<file path="config.mk">
export PLATFORM = sky130hd
export DESIGN_NAME = branch_predict_ctrl
export DESIGN_NICKNAME = d
export VERILOG_FILES = /design/src/rtl/branch_predict_ctrl.sv
export SDC_FILE = /design/constraint.sdc
export NUM_CORES = 1
export LEC_CHECK = 0
export CORE_MARGIN = 1.5
export CORE_UTILIZATION = 25
export DETAILED_ROUTE_END_ITERATION = 10
export GPL_TIMING_DRIVEN = 0
export PLACE_DENSITY = 0.52
export SLEW_MARGIN = 20
export SYNTH_ARGS = -nofsm -noshare
export SYNTH_HDL_FRONTEND = slang
export SYNTH_SLANG_ARGS = --single-unit
export TNS_END_PERCENT = 5
</file>
<file path="constraint.sdc">
create_clock -name clk -period 4.1 [get_ports clk]
set_clock_uncertainty 0.2 [all_clocks]
set_input_delay 1.23 -clock clk [delete_from_list [all_inputs] [get_ports clk]]
set_output_delay 1.23 -clock clk [all_outputs]
set_load 0.1 [all_outputs]
</file>
<file path="src/rtl/branch_predict_ctrl.sv">
// branch_predict_ctrl
//   Control-flow recovery sequencer for the 5-stage pipeline.
//   - This block holds a direct-mapped BHT of 2-bit saturating counters.
//     The BHT is indexed by pc[IDX_BITS+1:2].
//   - It gives IF a combinational taken/not-taken prediction for conditional branches.
//   - It trains the BHT from each resolved EX branch.
//   - On a mispredict it issues a one-cycle registered PC redirect plus a flush of IF/ID and ID/EX.
//   - It counts resolved and mispredicted branches.
// Ports:
//   clk, rst_n         clock (rising edge), asynchronous active-low reset
//   if_pc              PC of the instruction in IF
//   if_is_branch       IF predecode: conditional branch opcode
//   pred_taken         prediction for if_pc (combinational)
//   ex_branch          valid conditional branch in EX
//   ex_stall           EX frozen; EX inputs ignored
//   ex_pc              PC of the EX branch
//   ex_decision        resolved branch outcome
//   ex_pred_taken      prediction carried down with the branch
//   ex_target          branch target address
//   redirect           registered; load redirect_pc into PC
//   redirect_pc        corrected fetch address (holds when redirect=0)
//   flush_if_id        registered; bubble IF/ID
//   flush_id_ex        registered; bubble ID/EX
//   branch_count       resolved branches (wraps)
//   mispredict_count   mispredicted branches (wraps)
module branch_predict_ctrl #(
  parameter int unsigned IDX_BITS = 4,
  parameter int unsigned PC_W     = 32,
  parameter int unsigned CNT_W    = 32
) (
  input  logic             clk,
  input  logic             rst_n,
  input  logic [PC_W-1:0]  if_pc,
  input  logic             if_is_branch,
  output logic             pred_taken,
  input  logic             ex_branch,
  input  logic             ex_stall,
  input  logic [PC_W-1:0]  ex_pc,
  input  logic             ex_decision,
  input  logic             ex_pred_taken,
  input  logic [PC_W-1:0]  ex_target,
  output logic             redirect,
  output logic [PC_W-1:0]  redirect_pc,
  output logic             flush_if_id,
  output logic             flush_id_ex,
  output logic [CNT_W-1:0] branch_count,
  output logic [CNT_W-1:0] mispredict_count
);

  localparam int unsigned ENTRIES = 2 ** IDX_BITS;

  typedef enum logic {
    NORMAL,
    REDIRECT
  } state_e;

  state_e              state_q;
  logic [1:0]          bht_q [ENTRIES];
  logic                redirect_q;
  logic                flush_if_id_q;
  logic                flush_id_ex_q;
  logic [PC_W-1:0]     redirect_pc_q;
  logic [CNT_W-1:0]    branch_cnt_q;
  logic [CNT_W-1:0]    branch_cnt_d;
  logic [CNT_W-1:0]    mispred_cnt_q;
  logic [CNT_W-1:0]    mispred_cnt_d;

  logic [IDX_BITS-1:0] if_idx;
  logic [IDX_BITS-1:0] ex_idx;
  logic                res;
  logic                mispredict;
  logic [1:0]          bht_cur;
  logic [1:0]          bht_d;
  logic [PC_W-1:0]     redirect_pc_d;
  logic                unused_pc_bits;

  assign if_idx = if_pc[IDX_BITS+1:2];
  assign ex_idx = ex_pc[IDX_BITS+1:2];

  // Only the index bits of if_pc feed the table lookup.
  assign unused_pc_bits = ^{if_pc[PC_W-1:IDX_BITS+2], if_pc[1:0]};

  // The table read happens before this cycle's training write lands.
  // As a result, a same-index update becomes visible only on the next cycle.
  assign pred_taken = if_is_branch & bht_q[if_idx][1];

  // The slot following a mispredict is wrong-path.
  // For that reason, the qualifier also requires the FSM to be in NORMAL.
  assign res        = ex_branch & ~ex_stall & (state_q == NORMAL);
  assign mispredict = res & (ex_decision != ex_pred_taken);

  always_comb begin
    bht_cur = bht_q[ex_idx];
    bht_d   = bht_cur;
    if (ex_decision) begin
      if (bht_cur != 2'b11) bht_d = bht_cur + 2'd1;
    end else begin
      if (bht_cur != 2'b00) bht_d = bht_cur - 2'd1;
    end
  end

  always_comb begin
    branch_cnt_d  = branch_cnt_q;
    mispred_cnt_d = mispred_cnt_q;
    if (res)        branch_cnt_d  = branch_cnt_q + CNT_W'(1);
    if (mispredict) mispred_cnt_d = mispred_cnt_q + CNT_W'(1);
  end

  assign redirect_pc_d = ex_decision ? ex_target : (ex_pc + PC_W'(4));

  // The FSM and all of its registered outputs live in this one block.
  // Because the reset is asynchronous, reset also aborts a redirect that is in flight.
  always_ff @(posedge clk or negedge rst_n) begin
    if (!rst_n) begin
      state_q       <= NORMAL;
      redirect_q    <= 1'b0;
      flush_if_id_q <= 1'b0;
      flush_id_ex_q <= 1'b0;
      redirect_pc_q <= '0;
    end else begin
      case (state_q)
        NORMAL: begin
          if (mispredict) begin
            state_q       <= REDIRECT;
            redirect_q    <= 1'b1;
            flush_if_id_q <= 1'b1;
            flush_id_ex_q <= 1'b1;
            redirect_pc_q <= redirect_pc_d;
          end else begin
            redirect_q    <= 1'b0;
            flush_if_id_q <= 1'b0;
            flush_id_ex_q <= 1'b0;
          end
        end
        REDIRECT: begin
          state_q       <= NORMAL;
          redirect_q    <= 1'b0;
          flush_if_id_q <= 1'b0;
          flush_id_ex_q <= 1'b0;
        end
        default: begin
          state_q       <= NORMAL;
          redirect_q    <= 1'b0;
          flush_if_id_q <= 1'b0;
          flush_id_ex_q <= 1'b0;
        end
      endcase
    end
  end

  always_ff @(posedge clk or negedge rst_n) begin
    if (!rst_n) begin
      for (int unsigned i = 0; i < ENTRIES; i++) bht_q[i] <= 2'b01;
    end else if (res) begin
      bht_q[ex_idx] <= bht_d;
    end
  end

  always_ff @(posedge clk or negedge rst_n) begin
    if (!rst_n) begin
      branch_cnt_q  <= '0;
      mispred_cnt_q <= '0;
    end else begin
      branch_cnt_q  <= branch_cnt_d;
      mispred_cnt_q <= mispred_cnt_d;
    end
  end

  assign redirect         = redirect_q;
  assign redirect_pc      = redirect_pc_q;
  assign flush_if_id      = flush_if_id_q;
  assign flush_id_ex      = flush_id_ex_q;
  assign branch_count     = branch_cnt_q;
  assign mispredict_count = mispred_cnt_q;

endmodule
</file>
## Word-level counts from Yosys, hierarchy flattened

Cells that the tools add are included.
W data, S select, Z words.

- Word-level logic and storage cells: 56
- Input port bits: 103
- Flip-flop bits (word level): 129
- Output and inout port bits: 100

- Mux-type cells: 15
- Reduce and logical (&&, ||, !) cells: 3
- Eq/ne operators: 2
- Add/subtract/negate cells: 5
- Order comparisons: 3
- Bitwise logic cells: 8

Operators with widths:

| kind | number |
|---|---|
| $add A32 B1 Y32 const B | 2 |
| $add A32 B3 Y32 const B | 1 |
| $bwmux W32 | 1 |
| $mux W32 | 1 |
| $bmux W2 S4 | 2 |
| $mux W2 | 8 |
| $ge A5 B5 Y1 const B | 2 |
| $not A4 Y5 | 2 |
| $demux W2 S4 | 1 |
| $lt A5 B1 Y1 const B | 1 |
| $and A1 B1 Y1 | 4 |
| $add A2 B1 Y2 const B | 1 |
| $ne A2 B2 Y1 const B | 1 |
| $not A1 Y1 | 2 |
| $pmux W1 S2 | 1 |
| $reduce_and A2 Y1 | 1 |
| $reduce_bool A2 Y1 | 1 |
| $sub A2 B1 Y2 const B | 1 |
| $logic_and A1 B1 Y1 | 1 |
| $mux W1 | 1 |
| $ne A1 B1 Y1 | 1 |

## Depth between registers and ports, before layout

Gate-level depths: netlist of run 1.

- Depth in word-level cells: 8
- Mapped depth: 8
- Depth with buffers taken out: 6

## Worst setup path before layout of run 1

OpenSTA, ideal clock, no wires.

- Path type: input port to output port
- Start point: input port if_pc[2]
- End point: output port pred_taken
- Slack: 0.030 ns
- Required time: 2.670 ns
- Buffers on the path: 0
- Arrival: 2.640 ns
- Stages on the path: 3
- Cells stage by stage: mux4_2 -> mux4_2 -> and2_1

- Longest elaborated chain between the ends: 5

Ends and longest elaborated chain:

| what | line | text |
|---|---|---|
| start: declaration | 33 | `input logic [PC_W-1:0] if_pc,` |
| $not A4 Y5 (implied by the code) | 85 | `assign pred_taken = if_is_branch & bht_q[if_idx][1];` |
| $bmux W2 S4 | 85 |  |
| $mux W2 (implied by the code) (2 in a row) | 85 |  |
| $and A1 B1 Y1 | 85 |  |
| end: declaration | 35 | `output logic pred_taken,` |

Every way passes these cells. The select of a mux whose other input is x is not followed.

## Worst setup path in the final report of run 1

Ends and elaborated chain as after synthesis.

==> results, run 1 <==
- The run finished with clean final reports.
- The detail-routed net length per standard cell is 17.32 microns.
- The slew at the pin closest to its max-slew limit is 1.059 ns.
- The detailed router finished its first iteration with 364 violations.
- dfrtp_1 is the most common cell in the netlist.
- Summing the areas of all compound-gate instances in the mapped netlist gives 5.248% of the synthesized area.
- The global-route total usage across every layer is 14.87%.
- The area of the placeable core is 0.02695 sq mm.
- The simple logic cell fraction of the synthesized area is 20.34%.
- The clock sink count is 129.
- The number of max-slew violations in the final report is 0.
- Synthesis produced a netlist with a net count of 751.
- Yosys attributes the largest share of cell area to dfrtp_1 41%, xnor2_1 7.3%, dfstp_2 6.1%.
- The number of clock buffers inserted by TritonCTS is 17.
- The net count of the finished layout is 943.
- The residual antenna-violating net count after detailed routing is 0.
- In the final layout, the share of cells above drive strength 1 is 14.17%.
- The worst hold path class is flop to flop.
- The share of the synthesized area in the top cell type is 41.18%.
- The first detailed-routing pass ran for 5 iterations.
- Setup violations remaining at the end of the flow were counted as 0.
- In this run, synthesis produced a sequential element count of 129.
- The sum of net half-perimeters after detailed placement is 15400 microns.
- Clock latency on the worst-skew pair, taken at its later pin, is 0.42 ns.
- The worst endpoint data arrival time is 2.63 ns.
- For the finished layout, the period the worst path requires is 4.058 ns.
- The count of pins on the block boundary is 203.
- The root buffer cell is clkbuf_16.
- The peak fanout along the critical path is 4.
- Sorting the synthesized cells by how often they occur yields 113 x dfrtp_1, 90 x nand2_1, 57 x xnor2_1, 49 x nand3_1, 37 x mux2_2.
- The layout filler cell count is 2720.
- Measured along the y axis, the die boundary spans 168.7 microns.
- STA puts the critical path data required time at 2.67 ns.
- The number of antenna violations at the first check in global routing is 3.
- The cell type with the largest total area after synthesis is dfrtp_1.
- The average footprint of a synthesized cell is 10.70 sq um.
- The post-CTS setup buffer count is 0.
- Wires add up to 20610 microns.
- The sum of met3 wire segment lengths after detailed routing is 1304 microns.
- The count of H-tree levels built during CTS is 4.
- The share of synthesized area spent on multiplexers is 13.34%.
- The most used flip-flop cell after synthesis is dfrtp_1.
- After layout, the worst setup slack is 0.04155 ns.
- In this run the cell area of the synthesized design comes to 0.006867 sq mm.
- The CTS tree is built.
- VDD sags by at most 219.8 uV.
- Summing the areas of all xor and xnor instances in the mapped netlist gives 9.694% of the synthesized area.
- After synthesis, flip-flops and latches occupy 47.30% of the total area.
- The endpoint type of the worst setup path is an output pin.
- The total number of vias is 5620.
- The floorplan has 60 rows.
- The part of the cycle the worst path needs is 98.99%.
- The clock passes through at most 2 buffers.
- The critical path startpoint category is an input port.
- The area growth from synthesis to layout is 40.54%.
- The total met2 wirelength after detailed routing is 9299 microns.
- The die covers 0.02847 sq mm.
- The via count of the first global-routing pass is 5526.
- The average via count per standard cell is 4.723.
- The width of the die is 168.7 microns.
- The tool flagged a number of max-cap violations equal to 0.
- The met1 routed wirelength after detailed routing is 9668 microns.
- Setup repair after global routing left no endpoint under its margin.
- For this design the ratio of total power to cell area is 510.3 mW/mm^2.
- The static power due to leakage is 4.013 nW.
- The worst hold slack is 0.2675 ns.
- The total count of hold-check failures in the final report is 0.
- The first-pass GRT wire length is 32270 microns.
- The warning count from the yosys run is 0.
- The fmax is 0.2464 GHz.
- The cell count after synthesis is 642.
- For this run the aggregate overflow at the end of global routing stands at 0.
- The placement-stage worst setup slack is -1.355 ns.
- The number of I/O port buffers is 172.
- For this run, design rule violations remaining after detail routing come to 0.
- The fraction of synthesis flops using an asynchronous set or reset pin is 100.0%.
- The largest family of logic cells by synthesized area is simple AND/OR/NAND/NOR gates.
- The starting density of the core is 25.48%.
- The count of flip-flops with a built-in enable after synthesis is 0.
- Cells fill 35.81% of the core in the end.
- The clock transition at the register clock pins on the worst setup and hold paths after CTS is 0.06 ns.
- The synthesized-area fraction occupied by adder cells is 1.403%.
- The setup path with the least slack is of type input port to output pin.
- In this run the top signal layer used is met4.
- The post-synthesis cell type count is 53.
- The worst relative slew slack is 29.15%.
- At the end of routability-driven placement, the weighted congestion stood at 0.7408.
- The maximum number of pins on one net before global-route repair is 90.
-- final timing paths --
check	from	end	slack, ns	cells after the start
min	mispredict_count[31]	mispredict_count[31]	0.27	1
max reg2reg	flush_id_ex	redirect_pc[18]	1.21	7
max in group asynchronous	rst_n	bht_q[28]	2.43	2
min reg2reg	mispredict_count[31]	mispredict_count[31]	0.27	1
max	if_pc[2]	pred_taken	0.04	5
min in group asynchronous	rst_n	branch_count[13]	0.48	1
-- metal layers --
| layer | global-route usage [%] | vias up |
|---|---|---|
| li1 | - | 2704 |
| met1 | 19.95 | 2721 |
| met2 | 22.84 | 173 |
| met3 | 4.746 | 22 |
| met4 | 4.464 | 0 |
| met5 | 0 | - |
-- registers in the layout, indices dropped and copies added, names as in the netlist --
signal,count
branch_count,32
bht_q,32
redirect_pc,32
mispredict_count,32
flush_id_ex,1
-- final cells by class --
| class | count | area, sq um | share of cell area, % |
|---|---|---|---|
| Multi-Input combinational cell | 474 | 3442 | 35.67 |
| Antenna cell | 2 | 5.005 | 0.05186 |
| Timing Repair Buffer | 173 | 1760 | 18.24 |
| Inverter | 9 | 33.78 | 0.3501 |
| Sequential cell | 129 | 3248 | 33.66 |
| Buffer | 30 | 150.1 | 1.556 |
| Tap cell | 341 | 426.7 | 4.421 |
| Clock buffer | 19 | 432.9 | 4.486 |
| Clock inverter | 13 | 151.4 | 1.569 |
-- cells in the final DEF, fill, tap and decap left out, drive strengths merged, types with 8 or more instances in the layout --
| cell | netlist | final |
|---|---|---|
| a21oi | 9 | 9 |
| and2 | 8 | 8 |
| and3 | 17 | 17 |
| and4 | 14 | 14 |
| buf | 13 | 17 |
| clkbuf | 17 | 37 |
| clkdlybuf4s50 | 0 | 168 |
| dfrtp | 113 | 113 |
| dfstp | 16 | 16 |
| inv | 9 | 15 |
| mux2 | 37 | 37 |
| mux2i | 18 | 18 |
| mux4 | 13 | 13 |
| nand2 | 90 | 90 |
| nand3 | 49 | 49 |
| nand4 | 20 | 20 |
| nor2 | 16 | 16 |
| nor3 | 11 | 11 |
| nor4 | 17 | 17 |
| o21ai | 28 | 28 |
| xnor2 | 57 | 57 |
| xor2 | 19 | 19 |
-- logic make-up after synthesis --
logic type	Yosys count
xor gates and xnor gates	76
DFF	129
muxes	68
adders and majority gates	8
buffers and inverters	39
AOI/OAI and AO/OA	57
and+or+nand+nor	265
-- critical path, stage by stage --
cell and delay, ns:
buf_6 0.10, mux4_2 0.51, mux4_2 0.46, and2_4 0.16, buf_12 0.16
-- through the flow --
| step | instances | area, sq um | total power, W | setup TNS (ns) |
|---|---|---|---|---|
| floorplan | 642 | 6867 | 0.002886 | 0 |
| global placement | 1155 | 9015 | 0.003409 | -496.19 |
| detailed placement | 1156 | 9047 | 0.003420 | -10.83 |
| CTS | 1188 | 9635 | 0.004995 | -0.03374 |
| global route | 1188 | 9646 | 0.005135 | 0 |
| finish | 1190 | 9651 | 0.004925 | 0 |
-- where the power goes --
part           switching [W]  total [W]  internal (W)
Sequential          0.000141    0.00161       0.00147
Clock               0.000633    0.00154      0.000910
Combinational        0.00130    0.00177      0.000467
Total                0.00207    0.00492       0.00285
-- repair_timing --
action,CTS,global route
pin swaps,0,1
resized for setup,16,5
setup endpoints to repair,9,1
hold buffers,0,0
Power figures use the tool's default switching activity.
==> run 2: changes to the inputs <==
--- a/config.mk
+++ b/config.mk
@@ -7,6 +7,7 @@
 export LEC_CHECK = 0
 export CORE_MARGIN = 1.5
 export CORE_UTILIZATION = 25
+export CTS_BUF_LIST = sky130_fd_sc_hd__clkbuf_16
 export DETAILED_ROUTE_END_ITERATION = 10
 export GPL_TIMING_DRIVEN = 0
 export PLACE_DENSITY = 0.52
==> results, run 2 (synthesized netlist as in run 1, its figures left out) <==
- Status: completed (unchanged).
- The number of I/O port buffers is 172 (unchanged).
- The number of max-slew violations in the final report is 0 (unchanged).
- The clock sink count is 129 (unchanged).
- The total DRC errors in the routed layout is 0 (unchanged).
- Top library cells by usage in the layout, fill and taps aside: 168 x clkdlybuf4s50_1, 113 x dfrtp_1, 90 x nand2_1 (unchanged).
- The final cell count without fillers is 1190 (unchanged).
- The number of placed instances with taps included is 1156 (unchanged).
- The cell with the largest stage delay on the worst path is mux4_2 (unchanged).
- The depth of the worst register-to-register path is 7 (unchanged).
- The worst setup path endpoint is pred_taken (unchanged).
- The root buffer cell is clkbuf_16 (unchanged).
- The required time of the worst setup path was 2.67 ns (about the same).
- The beginning of the worst hold path is mispredict_count[31] (unchanged).
- The number of antenna violations at the first check in global routing is 3 (unchanged).
- The worst hold slack came to 0.2675 ns (unchanged).
- The most prevalent standard cell on the critical path is mux4_2 (unchanged).
- The number of cells on the critical path is 5 (unchanged).
- Unrepaired setup endpoints after global routing: false (unchanged).
- The starting density of the core came to 25.48% (unchanged).
- The share of final-layout standard cells stronger than drive strength 1 is 14.17% (unchanged).
- The final routed wirelength across all metal layers is 20620 microns (was 20610 microns).
- The width of the die is 168.7 microns (unchanged).
- The row count is 60 (unchanged).
- The destination of the worst register-to-register timing path is redirect_pc[18] (unchanged).
- The residual antenna-violating net count after detailed routing came to 0 (unchanged).
- The clock transition at the register clock pins on the worst setup and hold paths after CTS is 0.06 ns (about the same).
- The total die area is 0.02847 sq mm (unchanged).
- The part of the cycle the worst path needs is 98.99% (unchanged).
- The maximum number of pins on one net before global-route repair came to 90 (unchanged).
- The die height was 168.7 microns (unchanged).
- The critical path startpoint category is an input port (unchanged).
- The post-placement cell area came to 0.009047 sq mm (unchanged).
- The most common cell after layout, fill and taps aside is clkdlybuf4s50_1 (unchanged).
- The peak fanout along the critical path is 4 (unchanged).
- The sum of net half-perimeters after detailed placement came to 15400 microns (unchanged).
- The last weighted congestion value of the routability-driven placer is 0.7408 (unchanged).
- The via count of the first global-routing pass is 5526 (unchanged).
- The critical register-to-register path startpoint was flush_id_ex (unchanged).
- The endpoint type of the worst setup path is an output pin (unchanged).
- The area growth from synthesis to layout was 40.54% (unchanged).
- The critical path class is input port to output pin (unchanged).
- The peak ir drop on the vdd network is 219.4 uV (was 219.8 uV).
- The global-route total usage across every layer is 14.87% (unchanged).
- The worst relative slew slack was 29.15% (unchanged).
- The net count of the finished layout came to 943 (unchanged).
- The final instance area came to 0.009651 sq mm (unchanged).
- The static power due to leakage came to 4.021 nW (was 4.013 nW).
- The CTS tree is built (unchanged).
- The areal power density over the cells is 509.9 mW/mm^2 (was 510.3 mW/mm^2).
- The cell family contributing the most delay on the critical path is multiplexers (unchanged).
- The count of H-tree levels built during CTS is 4 (unchanged).
- The number of clock buffers inserted by TritonCTS came to 17 (unchanged).
- The origin of the worst setup path is if_pc[2] (unchanged).
- The total count of hold-check failures in the final report is 0 (unchanged).
- The first-pass GRT wire length came to 32270 microns (unchanged).
- The total congestion overflow after global routing is 0 (unchanged).
- The iteration count of the initial detailed-routing pass is 6 (was 5).
- The count of pins on the block boundary was 203 (unchanged).
- The number of violations of the max-capacitance limit is 0 (unchanged).
- The worst endpoint data arrival time is 2.63 ns (about the same).
- The largest stage delay on the critical path is 0.51 ns (about the same).
- The total number of vias is 5618 (was 5620).
- The shortest period the worst path allows came to 4.058 ns (unchanged).
- The count of routing violations after the opening detailed-route iteration is 364 (unchanged).
- The slew at the pin closest to its max-slew limit is 1.059 ns (unchanged).
- The count of final setup violators is 0 (unchanged).
- The worst hold path class is flop to flop (unchanged).
- Worst-path cell chain: buf_6 -> mux4_2 -> mux4_2 -> and2_4 -> buf_12 (unchanged).
- The detail-routed net length per standard cell is 17.33 microns (was 17.32 microns).
- The buffer and inverter count on the worst path is 2 (unchanged).
- The average via count per standard cell is 4.721 (was 4.723).
- The area of the placeable core is 0.02695 sq mm (unchanged).
- The deepest clock path buffer count is 2 (unchanged).
- The worst-skew pair later-pin latency is 0.42 ns (about the same).
- The fmax is 0.2464 GHz (unchanged).
- The reg-to-reg setup timing slack is 1.22 ns (was 1.21 ns).
run 2: cell types whose count changed in the layout (fill, tap and decap cells not counted), sizes merged:
cell,delta
clkbuf,-2
inv,+2
run 2: power breakdown:
| group | leakage [nW] | internal [W] | switching [W] |
|---|---|---|---|
| registers | 1.66 | 0.00147 | 0.000141 |
| clock network | 0.291 | 0.000905 | 0.000634 |
| logic | 2.07 | 0.000467 | 0.00130 |
run 2: per-layer routing:
metal	GRT usage, %	routed length [microns]	vias up
li1	-	-	2704
met1	19.95	9693	2725
met2	22.84	9313	169
met3	4.746	1285	20
met4	4.464	326	0
met5	0	0	-
run 2: cell type report:
type	instances	area, sq um
fill	2720	17300
multi-input combinational	474	3442
sequential	129	3248
timing repair buffer	173	1760
tap	341	426.7
clock buffer	17	425.4
clock inverter	15	158.9
buffer	30	150.1
inverter	9	33.78
antenna	2	5.005
run 2: what timing repair did:
item                                    in CTS  in global routing
pin swaps                                    0                  1
gates resized for setup                     16                  5
buffers inserted                             0                  0
endpoints found under the setup margin       9                  1
endpoints found under the hold margin        0                  0
hold buffers                                 0                  0
run 2: worst min-delay path by stage:
stage	end	slack, ns	cells after the start
after floorplan	bht_q[11]	0.29	1
after global placement	redirect_pc[17]	0.26	2
after detailed placement	redirect_pc[17]	0.26	2
after CTS	mispredict_count[31]	0.27	1
after global routing	mispredict_count[31]	0.28	1
final	mispredict_count[31]	0.27	1
run 2: worst reg2reg max path, stage by stage, from the launching register on:
cell,delay (ns)
dfrtp_1,0.44
nor3b_2,0.53
nand2_1,0.34
inv_1,0.19
buf_2,0.27
buf_1,0.43
o311ai_0,0.31
nand2_1,0.11
run 2: through the flow:
step | setup slack (ns) | utilization (%) | total power, W | setup TNS [ns]
after floorplan | 0.02973 | - | 0.002886 | 0
after global placement | -4.001 | 33.45 | 0.003409 | -496.19
after detailed placement | -1.355 | 33.57 | 0.003420 | -10.83
after CTS | -0.03374 | 35.75 | 0.004991 | -0.03374
after global routing | 0.008330 | 35.79 | 0.005131 | 0
final | 0.04155 | 35.81 | 0.004921 | 0
==> run 3: changes to the inputs <==
--- a/config.mk
+++ b/config.mk
@@ -8,6 +8,7 @@
 export CORE_MARGIN = 1.5
 export CORE_UTILIZATION = 25
 export CTS_BUF_LIST = sky130_fd_sc_hd__clkbuf_16
+export CTS_CLUSTER_DIAMETER = 200
 export DETAILED_ROUTE_END_ITERATION = 10
 export GPL_TIMING_DRIVEN = 0
 export PLACE_DENSITY = 0.52
==> results of run 3 <==
Same layout as run 2: the final DEF is identical, and so are final timing and power.
